## src/rtl/inst_buffer_if.sv

```systemverilog
// Fetch/issue side bundle of the instruction buffer.
// The slave side is the buffer itself. The master side is the fetch plus issue logic.
interface inst_buffer_if #(
  parameter int WIDTH = 131
);
  logic             branch_flag_i;
  logic [1:0]       fetch_count_i;
  logic [WIDTH-1:0] fetch_inst1_bus_i;
  logic [WIDTH-1:0] fetch_inst2_bus_i;
  logic             fetch_allowin_o;
  logic [1:0]       issue_mode_i;
  logic [1:0]       instbuffer_count_o;
  logic [WIDTH-1:0] inst1_bus_o;
  logic [WIDTH-1:0] inst2_bus_o;

  modport slave (
    input  branch_flag_i,
    input  fetch_count_i,
    input  fetch_inst1_bus_i,
    input  fetch_inst2_bus_i,
    input  issue_mode_i,
    output fetch_allowin_o,
    output instbuffer_count_o,
    output inst1_bus_o,
    output inst2_bus_o
  );

  modport master (
    output branch_flag_i,
    output fetch_count_i,
    output fetch_inst1_bus_i,
    output fetch_inst2_bus_i,
    output issue_mode_i,
    input  fetch_allowin_o,
    input  instbuffer_count_o,
    input  inst1_bus_o,
    input  inst2_bus_o
  );
endinterface

```

## src/rtl/inst_buffer.sv

```systemverilog
// Circular instruction queue between fetch and dual issue.
// It accepts 0-2 pushes and 0-2 pops per cycle, and a branch flush empties it.
module inst_buffer #(
  parameter int DEPTH = 16,
  parameter int WIDTH = 131
) (
  input logic          clk,
  input logic          rst,
  inst_buffer_if.slave bus
);
  localparam int AW = $clog2(DEPTH);
  localparam logic [AW:0] MAX_FILL = (AW+1)'(DEPTH - 2);
  localparam logic [AW:0] TWO = (AW+1)'(2);

  logic [WIDTH-1:0] mem [DEPTH];
  logic [AW-1:0]    head;
  logic [AW-1:0]    tail;
  logic [AW-1:0]    head_p1;
  logic [AW-1:0]    tail_p1;
  logic [AW:0]      count;
  logic [AW:0]      count_nxt;
  logic [1:0]       push_n;
  logic [1:0]       mode_n;
  logic [1:0]       pop_n;
  logic             flush;

  // Pointers are exactly AW bits wide, so +1 wraps modulo DEPTH.
  assign head_p1 = head + 1'b1;
  assign tail_p1 = tail + 1'b1;
  assign flush   = bus.branch_flag_i;

  assign bus.fetch_allowin_o = (count <= MAX_FILL);

  always_comb begin
    push_n = 2'd0;
    if (bus.fetch_allowin_o && bus.fetch_count_i != 2'd3)
      push_n = bus.fetch_count_i;
  end

  always_comb begin
    mode_n = 2'd0;
    unique case (1'b1)
      bus.issue_mode_i == 2'b01: mode_n = 2'd1;
      bus.issue_mode_i == 2'b10: mode_n = 2'd2;
      default:                   mode_n = 2'd0;
    endcase
  end

  // Clamp over-pop to the entries actually held.
  assign pop_n = (count >= {{(AW-1){1'b0}}, mode_n}) ? mode_n : count[1:0];

  assign count_nxt = count + (AW+1)'(push_n) - (AW+1)'(pop_n);

  assign bus.instbuffer_count_o = (count >= TWO) ? 2'b10 : count[1:0];
  assign bus.inst1_bus_o = (count != '0) ? mem[head] : '0;
  assign bus.inst2_bus_o = (count >= TWO) ? mem[head_p1] : '0;

  always_ff @(posedge clk) begin
    if (rst || flush) begin
      head  <= '0;
      tail  <= '0;
      count <= '0;
    end else begin
      head  <= head + AW'(pop_n);
      tail  <= tail + AW'(push_n);
      count <= count_nxt;
    end
  end

  always_ff @(posedge clk) begin
    if (!rst && !flush) begin
      if (push_n != 2'd0)
        mem[tail] <= bus.fetch_inst1_bus_i;
      if (push_n == 2'd2)
        mem[tail_p1] <= bus.fetch_inst2_bus_i;
    end
  end
endmodule

```

## src/flat_wrapper.sv

```systemverilog
// flat-port wrapper written by rule: the top's interface ports become plain ports
module inst_buffer_flat 
#(
  parameter int DEPTH = 16,
  parameter int WIDTH = 131
)
  (clk, rst, bus_branch_flag_i, bus_fetch_count_i, bus_fetch_inst1_bus_i, bus_fetch_inst2_bus_i, bus_issue_mode_i, bus_fetch_allowin_o, bus_instbuffer_count_o, bus_inst1_bus_o, bus_inst2_bus_o);
  inst_buffer_if #(.WIDTH(WIDTH)) bus_i ();
  input logic clk;
  input logic rst;
  input wire logic [$bits(bus_i.branch_flag_i)-1:0] bus_branch_flag_i;
  input wire logic [$bits(bus_i.fetch_count_i)-1:0] bus_fetch_count_i;
  input wire logic [$bits(bus_i.fetch_inst1_bus_i)-1:0] bus_fetch_inst1_bus_i;
  input wire logic [$bits(bus_i.fetch_inst2_bus_i)-1:0] bus_fetch_inst2_bus_i;
  input wire logic [$bits(bus_i.issue_mode_i)-1:0] bus_issue_mode_i;
  output wire logic [$bits(bus_i.fetch_allowin_o)-1:0] bus_fetch_allowin_o;
  output wire logic [$bits(bus_i.instbuffer_count_o)-1:0] bus_instbuffer_count_o;
  output wire logic [$bits(bus_i.inst1_bus_o)-1:0] bus_inst1_bus_o;
  output wire logic [$bits(bus_i.inst2_bus_o)-1:0] bus_inst2_bus_o;
  assign bus_i.branch_flag_i = bus_branch_flag_i;
  assign bus_i.fetch_count_i = bus_fetch_count_i;
  assign bus_i.fetch_inst1_bus_i = bus_fetch_inst1_bus_i;
  assign bus_i.fetch_inst2_bus_i = bus_fetch_inst2_bus_i;
  assign bus_i.issue_mode_i = bus_issue_mode_i;
  assign bus_fetch_allowin_o = bus_i.fetch_allowin_o;
  assign bus_instbuffer_count_o = bus_i.instbuffer_count_o;
  assign bus_inst1_bus_o = bus_i.inst1_bus_o;
  assign bus_inst2_bus_o = bus_i.inst2_bus_o;
  inst_buffer #(.DEPTH(DEPTH), .WIDTH(WIDTH)) u_core (.clk(clk), .rst(rst), .bus(bus_i));
endmodule
```

## config.mk

```make
export PLATFORM = sky130hd
export DESIGN_NAME = inst_buffer_flat
export DESIGN_NICKNAME = d
export VERILOG_FILES = /design/src/rtl/inst_buffer_if.sv /design/src/rtl/inst_buffer.sv /design/src/flat_wrapper.sv
export SDC_FILE = /design/constraint.sdc
export NUM_CORES = 2
export LEC_CHECK = 0
export BUFFER_PORTS_ARGS = -buffer_cell sky130_fd_sc_hd__buf_2
export CAP_MARGIN = 25
export CORE_MARGIN = 5
export CORE_UTILIZATION = 60
export DETAILED_ROUTE_END_ITERATION = 8
export PLACE_DENSITY_LB_ADDON = 0.2
export RECOVER_POWER = 25
export SYNTH_ARGS = -nofsm -noshare
export SYNTH_HDL_FRONTEND = slang
export SYNTH_SLANG_ARGS = --single-unit
```

## constraint.sdc

```tcl
create_clock -name clk -period 19.08 [get_ports clk]
set_clock_uncertainty 0.1 [all_clocks]
set_input_delay 1.908 -clock clk [delete_from_list [all_inputs] [get_ports clk]]
set_output_delay 1.908 -clock clk [all_outputs]
set_load 0.02 [all_outputs]
```

==> results_dict.tcl <==
set metrics [dict create \
    cp-end-kind "flip-flop" \
    outcome "finished with violations" \
    place_congestion 0.818 \
    crit_required_ps 19680 \
    finalSetupTns_ps 0 \
    start_util_pct 60.5 \
    cts.sinks 2109 \
    postCtsSetupRepairBufs 0 \
    netlist.area_leader.share_pct 51.4 \
    postSynthAreaPerCell_um2 17.4 \
    fp.dieW_um 462 \
    cts_buffers 223 \
    grt_overflow_total 0 \
    hold_viol 0 \
    grt_usage_pct 36.3 \
    drtIter0Drc 11054 \
    die_h_um 462 \
    io_buffers 533 \
    drt-vias-per-instance 7.53 \
    synth_fp_nets 7317 \
    area_delta_synth_final_pct 9.27 \
    async_flop_share_pct 0 \
    wire_per_inst_um 38.8 \
    dr.pass1.iters 5 \
    cp_num_buf_inv 3 \
    dp_hpwl_um 203000 \
    drv_slew 1313 \
    critical_path_arrival_ps 12960 \
    path_clk_slew_ps 60 \
    drive_above_1_share_pct 51.3 \
    dr_total_vias 75471 \
    slowest_delay_ps 6340 \
    core_area_um2 203000 \
    htree_num_levels 4 \
    ctsLongestPathBuffers 3 \
    synth_cells 7027 \
    cp_common_cell "clkbuf_1" \
    cts_tree "done" \
    cp_cell_sequence "buf_2 -> or4b_1 -> a2111oi_0 -> nand2_4 -> clkbuf_1 -> clkbuf_1 -> mux2_2" \
    die_area_um2 213000 \
    p_total_mw 13.5 \
    synth-seq-cells 2109 \
    post_cts_resized 0 \
    synth_ff_type "edfxtp_1" \
    hp-class "flip-flop to flip-flop" \
    cts-root-buf "clkbuf_16" \
    syn_area_um2 122000 \
    cp_max_fo 91 \
    grt_start_max_net_pins 113 \
    first_global_vias 77402 \
    max_freq_mhz 80.9 \
    worst_slew_pin_slew_ps 9950 \
    io-pin-count 534 \
    path_class "primary input to flip-flop" \
    drv_cap 39 \
    synth_edf_count 2096 \
    ir_drop_mv 0.175 \
    slowest_stage "clkbuf_1" \
    finalSetupViolations 0 \
    violations "max-capacitance violations, max-slew violations" \
    postRouteAntennaNets 0 \
    n_fill_cell 13671 \
    regToRegSetupSlack_ps 6950 \
    wl_um 389000 \
    yosysWarningCount 0 \
    grt_first_pass_wirelength_um 557000 \
    powerDensity_nw_per_um2 101 \
    finalCritPeriodShare_pct 64.8 \
    post-synth-top-count-cell "edfxtp_1" \
    rows 165 \
    crit_family "buffers and inverters" \
    rsz0062_at_grt "false" \
    yosysSeqAreaShare_pct 51.6 \
    nNetsFinal 7379 \
    synth_cell_types 38 \
    synth_commonest_cells "edfxtp_1, mux2_2, mux4_2" \
    ys_top_cells_by_area "edfxtp_1, mux4_2, mux2_2, mux2_1, mux2i_1" \
    period_minus_slack_ps 12360 \
    clk_latency_ps 880 \
    synth_top_cell_by_area "edfxtp_1" \
    drc_errors 0 \
    antenna_found_initial 112 \
    max-slew-margin-rel_pct -563 \
    cp-start-kind "primary input" \
    leakagePower_nw 42.3 \
    cts_hold_buf 0 \
]
==> layout make-up <==
cell class,count,area [um2],area share (%)
Clock buffer,270,5760,4.30
Inverter,13,48.8,0.0365
Timing Repair Buffer,679,4130,3.09
Sequential cell,2109,63200,47.2
Antenna cell,77,193,0.144
Tap cell,2672,3340,2.50
Multi-Input combinational cell,4063,55800,41.7
Clock inverter,146,1340,1.00
==> flip-flops by register name, summed over array words and instances, names as in the netlist <==
register and flops:
u_core.mem 2096, u_core.count 5, u_core.head 4, u_core.tail 4
==> per-layer routing <==
layer  global-route usage, %  up-vias  wire (um)
met5                       0        -        250
met4                    18.8       40      21400
met3                    7.84      987      42800
met2                    57.3     5174     184000
met1                    47.9    39764     140000
li1                        -    29506          -
==> where the power goes <==
part	switching (mW)	total, mW	internal [mW]
Combinational	2.45	4.04	1.59
Clock	1.91	4.32	2.40
Sequential	0.0356	5.17	5.14
Total	4.40	13.5	9.13
==> worst reg2reg max path: stages (launching register included) <==
cell	delay [ps]
dfxtp_1	400
inv_1	200
ha_1	190
and3_1	300
a2111oi_0	300
nand2_4	300
clkbuf_1	2580
clkbuf_1	6350
mux2_2	1230
==> cells by family after synthesis <==
family / Yosys count / synth area share [%]
adders and majority gates: 21 / 0.239
and+or+nand+nor: 67 / 0.272
buffers and inverters: 855 / 2.87
AOI/OAI and AO/OA: 296 / 1.82
muxes: 3670 / 43.1
xor gates and xnor gates: 9 / 0.0644
DFF: 2109 / 51.6
==> metrics by stage <==
step / setup WS (ps) / utilization [%] / hold WS (ps) / instance area, um2 / std cells
final: 6720 / 66.1 / 487 / 134000 / 10029
after CTS: 10230 / 66.1 / 481 / 134000 / 9940
after floorplan: 5730 / - / 432 / 122000 / 7027
after global placement: 10770 / 62.5 / 478 / 127000 / 9521
after detailed placement: 11170 / 62.6 / 474 / 127000 / 9524
after global routing: 7050 / 66.0 / 520 / 134000 / 10000
==> worst paths after layout <==
check,from,end,depth (start not counted)
min reg2reg,u_core.tail[2],u_core.tail[2],2
max reg2reg,u_core.count[4],u_core.mem[11][19],8
max,bus_fetch_count_i[1],u_core.mem[11][19],7
min,u_core.tail[2],u_core.tail[2],2
==> layout by cell type (no fill, tap or decap), types with 4 or more instances in the layout <==
cell type and count:
ha_1 16, and2_1 4, nand2_1 26, buf_4 91, inv_1 13, diode_2 77
mux2_1 654, clkinv_1 57, clkbuf_1 73, buf_16 10, a21oi_1 6, dfxtp_1 10
xnor2_1 6, clkbuf_16 223, fa_1 4, nor2b_1 5, buf_2 531, o22ai_1 134
o21ai_0 12, clkinvlp_4 9, inv_6 6, a22o_1 131, buf_12 21, nand2b_1 5
nor2_1 10, clkinv_2 45, o21ai_4 4, a2111oi_0 5, edfxtp_1 2096, mux4_2 1048
bufinv_16 19, mux2i_1 263, mux2_2 1705
No activity file was read; power rests on OpenSTA's default activity.
